==> src/rtl/prime_sat_counter.sv <==
// prime_sat_counter: saturating up-counter with synchronous clear.
// Ports:
//   clk     : rising-edge clock
//   clr_i   : synchronous clear (active high), dominates increment
//   inc_i   : increment enable; ignored once the count is all-ones
//   count_o : current count
module prime_sat_counter #(
  parameter int WIDTH = 16
) (
  input  logic             clk,
  input  logic             clr_i,
  input  logic             inc_i,
  output logic [WIDTH-1:0] count_o
);

  logic [WIDTH-1:0] count_q;
  logic [WIDTH-1:0] count_d;

  always_comb begin
    count_d = count_q;
    if (inc_i && (count_q != {WIDTH{1'b1}})) begin
      count_d = count_q + {{(WIDTH-1){1'b0}}, 1'b1};
    end
  end

  always_ff @(posedge clk) begin
    if (clr_i) begin
      count_q <= '0;
    end else begin
      count_q <= count_d;
    end
  end

  assign count_o = count_q;

endmodule

==> config.mk <==
export PLATFORM = sky130hd
export DESIGN_NAME = prime_sat_counter
export DESIGN_NICKNAME = d
export VERILOG_FILES = /design/src/rtl/prime_sat_counter.sv
export SDC_FILE = /design/constraint.sdc
export NUM_CORES = 1
export LEC_CHECK = 0
export BUFFER_PORTS_ARGS = -buffer_cell sky130_fd_sc_hd__buf_4
export CORE_UTILIZATION = 45
export CTS_BUF_LIST = sky130_fd_sc_hd__clkbuf_8 sky130_fd_sc_hd__clkbuf_16
export DETAILED_ROUTE_END_ITERATION = 7
export PLACE_DENSITY = 0.68
export SYNTH_ARGS = -nofsm -noshare
export SYNTH_HDL_FRONTEND = slang
export SYNTH_SLANG_ARGS = --single-unit
==> constraint.sdc <==
create_clock -name clk -period 3.67 [get_ports clk]
set_clock_uncertainty 0.2 [all_clocks]
set_input_delay 0.5505 -clock clk [delete_from_list [all_inputs] [get_ports clk]]
set_output_delay 0.5505 -clock clk [all_outputs]
set_load 0.01 [all_outputs]
Word level (Yosys, flattened, before mapping)
Cells that the tools add are included.
Widths: inputs -> output; s select.
Word-level totals
  output and inout port bits: 16
  word-level logic and storage cells: 4
  bits of input ports: 3
  bits in registers: 16
Cells by class
  equality and inequality tests: 1
  $add $sub $neg: 1
  reductions and logical operators: 1
Operator list (count)
  $add 16x1->16 const B: 1
  $ne 16x16->1 const B: 1
  $logic_and 1x1->1: 1

Logic depth before layout (Yosys ltp)
  word-level depth: 2
  depth in mapped cells: 6
  mapped depth without buffers: 5

Worst setup path after synthesis
OpenSTA, ideal clock, no wires.
  path kind: reg-to-reg
  start: register count_q[5], in the netlist count_o[5]
  end: register count_q[15], in the netlist count_o[15]
  clock period less this slack: 1.860 ns
  data required time: 3.400 ns
  arrival time: 1.590 ns
  stages on the path, launching flop included: 5
  buffers on the path: 0
  library setup time: 0.070 ns
  path slack: 1.810 ns
  cell sequence: dfxtp_1 > nand4_4 > or4_1 > or4_1 > a21oi_1
On the way
  longest elaborated chain between the ends: 2
  elaborated cells on any way between the ends: 3
  classes of those cells: 1 x add/sub; 1 x eq/ne; 1 x reduce/logical
Ends and longest elaborated chain
  start: declaration: line 16  | logic [WIDTH-1:0] count_q;
  start signal: assignment: line 30  | count_q <= count_d;
  parallel branches: the longest is 2 deep, another holds $add 16x1->16
Parallel ways; which one is timed is not known.
A chain may end at the register's enable or synchronous reset.

Worst setup path in the final report
  start: register count_q[0], in the netlist count_o[0]
  end: register count_q[11], in the netlist count_o[11]
The elaborated chain is that of the path after synthesis.

==> run_summary.xml <==
<?xml version="1.0" encoding="UTF-8"?>
<metrics>
  <group name="die">
    <metric name="die_area" unit="sq um">2060</metric>
    <metric name="fp.dieW" unit="um">45.4</metric>
    <metric name="start_util" unit="%">48.6</metric>
    <metric name="core" unit="sq um">1750</metric>
    <metric name="floorplan.io_pins" unit="">19</metric>
    <metric name="fp.dieH" unit="um">45.4</metric>
    <metric name="floorplan.rows" unit="">15</metric>
  </group>
  <group name="clock_network">
    <metric name="h_tree_level_count" unit="">1</metric>
    <metric name="holdBufCountCts" unit="">0</metric>
    <metric name="cts_setup_buffers" unit="">0</metric>
    <metric name="clk_transition_reported_paths" unit="ns">0.06</metric>
    <metric name="cts_tree" unit="">yes</metric>
    <metric name="cts_root_buf" unit="">sky130_fd_sc_hd__clkbuf_8</metric>
    <metric name="cts.path.max_buffers" unit="">2</metric>
    <metric name="cts_buffers" unit="">3</metric>
    <metric name="post_cts.resized_instances" unit="">0</metric>
    <metric name="clock_sinks" unit="">16</metric>
    <metric name="worst_skew_pair_latency" unit="ns">0.24</metric>
  </group>
  <group name="critical_path">
    <metric name="critPathMaxFanout" unit="">18</metric>
    <metric name="critPathMaxStageDelay" unit="ns">0.59</metric>
    <metric name="setup.worst_path.start" unit="">count_o[0]</metric>
    <metric name="critical_path_arrival" unit="ns">2.09</metric>
    <metric name="top_cell_family_by_delay_on_the_critical_path" unit="">simple AND/OR/NAND/NOR gates</metric>
    <metric name="r2r_path_end" unit="">count_o[11]</metric>
    <metric name="critical_path_required" unit="ns">3.60</metric>
    <metric name="reg2reg_setup_slack" unit="ns">1.52</metric>
    <metric name="crit_cells" unit="">5</metric>
    <metric name="timing.reg2reg.worst_path_depth" unit="">5</metric>
    <metric name="crit_path_end_kind" unit="">flip-flop</metric>
    <metric name="path_class" unit="">flip-flop to flip-flop</metric>
    <metric name="worst_path_max_delay_cell" unit="">sky130_fd_sc_hd__nor4_4</metric>
    <metric name="rr_startpoint" unit="">count_o[0]</metric>
    <metric name="critPathBufInv" unit="">0</metric>
    <metric name="ordered_cell_list_for_the_critical_path" unit="">ha_1 -&gt; nand3_1 -&gt; nor4_4 -&gt; nor4bb_1 -&gt; mux2_2</metric>
    <metric name="start_kind" unit="">flip-flop</metric>
  </group>
  <group name="status">
    <metric name="status" unit="">complete, no violations</metric>
  </group>
  <group name="grt">
    <metric name="first_global_vias" unit="">629</metric>
    <metric name="grt_start_max_net_pins" unit="">19</metric>
    <metric name="grt_usage" unit="%">17.8</metric>
    <metric name="globalRouteMet2Util" unit="%">27.7</metric>
    <metric name="initial_antenna_violation_count" unit="">0</metric>
    <metric name="global_route.usage.met1" unit="%">24.7</metric>
    <metric name="globalRouteMet3Util" unit="%">3.57</metric>
    <metric name="grt_overflow_total" unit="">0</metric>
    <metric name="grt_pass1_wl" unit="mm">2.67</metric>
    <metric name="busiest_layer" unit="">met2</metric>
  </group>
  <group name="yosys">
    <metric name="postSynthRegisterBits" unit="">16</metric>
    <metric name="mean_area_per_synthesized_cell" unit="sq um">8.57</metric>
    <metric name="synth_top_cell_area_share" unit="%">37.8</metric>
    <metric name="post_syn_instances" unit="">99</metric>
    <metric name="netlist_top_cells_area" unit="">sky130_fd_sc_hd__dfxtp_1 (38%), sky130_fd_sc_hd__or4_1 (6.2%), sky130_fd_sc_hd__a21oi_1 (5.9%)</metric>
    <metric name="mappedNetlistArea" unit="sq um">848</metric>
    <metric name="yosysSeqAreaShare" unit="%">37.8</metric>
    <metric name="synthDominantAreaCellType" unit="">sky130_fd_sc_hd__dfxtp_1</metric>
    <metric name="yosys_warnings" unit="">0</metric>
    <metric name="yosysUniqueCellTypes" unit="">31</metric>
    <metric name="mappedNetlistNets" unit="">103</metric>
  </group>
  <group name="final_layout">
    <metric name="layout-area-overhead-vs-synth" unit="%">24.2</metric>
    <metric name="largest_register_ffs" unit="">16</metric>
    <metric name="num-fill-cells" unit="">168</metric>
    <metric name="fraction_of_layout_cells_with_a_size_suffix_above_1" unit="%">22.2</metric>
    <metric name="antenna_cells_inserted" unit="">0</metric>
    <metric name="mostFrequentLayoutCell" unit="">sky130_fd_sc_hd__buf_4</metric>
    <metric name="most-common-layout-cells" unit="">sky130_fd_sc_hd__buf_4 (18), sky130_fd_sc_hd__dfxtp_1 (16), sky130_fd_sc_hd__a21oi_1 (10)</metric>
    <metric name="final_net_count" unit="">122</metric>
  </group>
  <group name="drt">
    <metric name="drc_errors" unit="">0</metric>
    <metric name="route.detailed.wl_per_inst" unit="um">12.7</metric>
    <metric name="via_count" unit="">823</metric>
    <metric name="ant_nets" unit="">0</metric>
    <metric name="initialDrtViolationCount" unit="">18</metric>
    <metric name="wirelength" unit="mm">1.80</metric>
    <metric name="drt_pass1_iterations" unit="">4</metric>
    <metric name="route.detailed.vias_per_inst" unit="">5.80</metric>
  </group>
  <group name="placement">
    <metric name="placement_stage_worst_setup_slack" unit="ns">1.54</metric>
    <metric name="hpwlAfterDp" unit="mm">1.28</metric>
    <metric name="finalWeightedCongestion" unit="">0.733</metric>
    <metric name="numPortBuffers" unit="">18</metric>
  </group>
  <group name="worst_hold_path">
    <metric name="min-delay-path-class" unit="">flip-flop to flip-flop</metric>
    <metric name="timing.hold.worst.start" unit="">count_o[15]</metric>
    <metric name="holdPathEnd" unit="">count_o[15]</metric>
    <metric name="min_path_cells" unit="">2</metric>
  </group>
  <group name="power">
    <metric name="finalPower" unit="mW">0.344</metric>
    <metric name="p_leak" unit="nW">0.382</metric>
    <metric name="pwr_density_cell" unit="nW/um^2">326</metric>
    <metric name="worst_ir_drop_vdd" unit="mV">0.225</metric>
  </group>
  <group name="sta">
    <metric name="final.setup.tns" unit="ns">0</metric>
    <metric name="min_period_over_period" unit="%">58.7</metric>
    <metric name="layout_setup_ws" unit="ns">1.52</metric>
    <metric name="rsz_0062_raised_after_global_routing" unit="">no</metric>
    <metric name="slew_headroom" unit="%">50.2</metric>
    <metric name="setup_viol" unit="">0</metric>
    <metric name="hold_fails_final_rpt" unit="">0</metric>
    <metric name="period_minus_slack" unit="ns">2.15</metric>
    <metric name="clock.fmax" unit="GHz">0.464</metric>
    <metric name="drv_slew" unit="">0</metric>
    <metric name="max_slew.worst_pin.slew" unit="ns">0.741</metric>
  </group>
  <group name="run">
    <metric name="max-cap-violations" unit="">0</metric>
  </group>
</metrics>
[per-layer routing]
metal	up-vias	routed length, um
li1	425	-
met1	381	904
met2	15	836
met3	2	47
met4	0	13
met5	-	0
[synth_stat cells (all sizes together)]
cell,number
o31ai,6
and4,3
and3,1
nor2,6
xnor2,2
or3,3
dfxtp,16
nand2,7
nor4,3
nor4bb,1
mux2i,1
mux2,1
o21ai,4
clkbuf,2
inv,3
nand4,4
ha,1
o21a,1
nor2b,2
o41ai,1
a21oi,10
nand3,6
nor3,4
nand3b,1
or4,7
o311ai,1
buf,2
[worst reg2reg max path, delay by kind of cell, from the launching register on]
family                   cells  cell delay, ns
flip-flops                   1            0.40
multiplexers                 1            0.30
adder cells (fa/ha/maj)      1            0.25
AND/OR/NAND/NOR              3            0.90
[cell families (layout without fill, tap and decap cells)]
family,count (synthesis),count (layout),synth area share [%]
and+or+nand+nor,48,48,36.4
buffers and inverters,7,25,3.24
AOI/OAI and AO/OA,23,23,16.5
adders and majority gates,1,1,1.47
muxes,2,2,2.51
xor gates and xnor gates,2,2,2.07
DFF,16,16,37.8
[power breakdown]
part	internal [mW]	switching [mW]
registers	0.175	0.00208
clock network	0.0949	0.0585
logic	0.00554	0.00737
[per-stage QoR]
| step | std cells | utilization (%) | area, sq um | hold slack (ns) |
|---|---|---|---|---|
| 2_1_floorplan | 99 | - | 848 | 0.332 |
| 3_3_place_gp | 138 | 57.2 | 998 | 0.309 |
| 3_5_place_dp | 138 | 57.2 | 998 | 0.324 |
| 4_1_cts | 142 | 60.4 | 1050 | 0.335 |
| 5_1_grt | 142 | 60.4 | 1050 | 0.370 |
| 6_report | 142 | 60.4 | 1050 | 0.331 |
[final cells by class]
cell class              instances  area [sq um]  share of cell area, %
repair buffers                 18           135                   12.8
multi-input cells              76           500                   47.5
clock buffers                   4          55.1                   5.23
well taps                      25          31.3                   2.97
flip-flops and latches         16           320                   30.4
inverters                       3          11.3                   1.07
[how the worst max path moves through the flow]
stage	to	slack (ns)
floorplan	count_o[15]	1.81
global placement	count_o[11]	1.57
detailed placement	count_o[11]	1.54
CTS	count_o[11]	1.52
global route	count_o[11]	1.37
finish	count_o[11]	1.52
(Power assumes the default switching activity.)
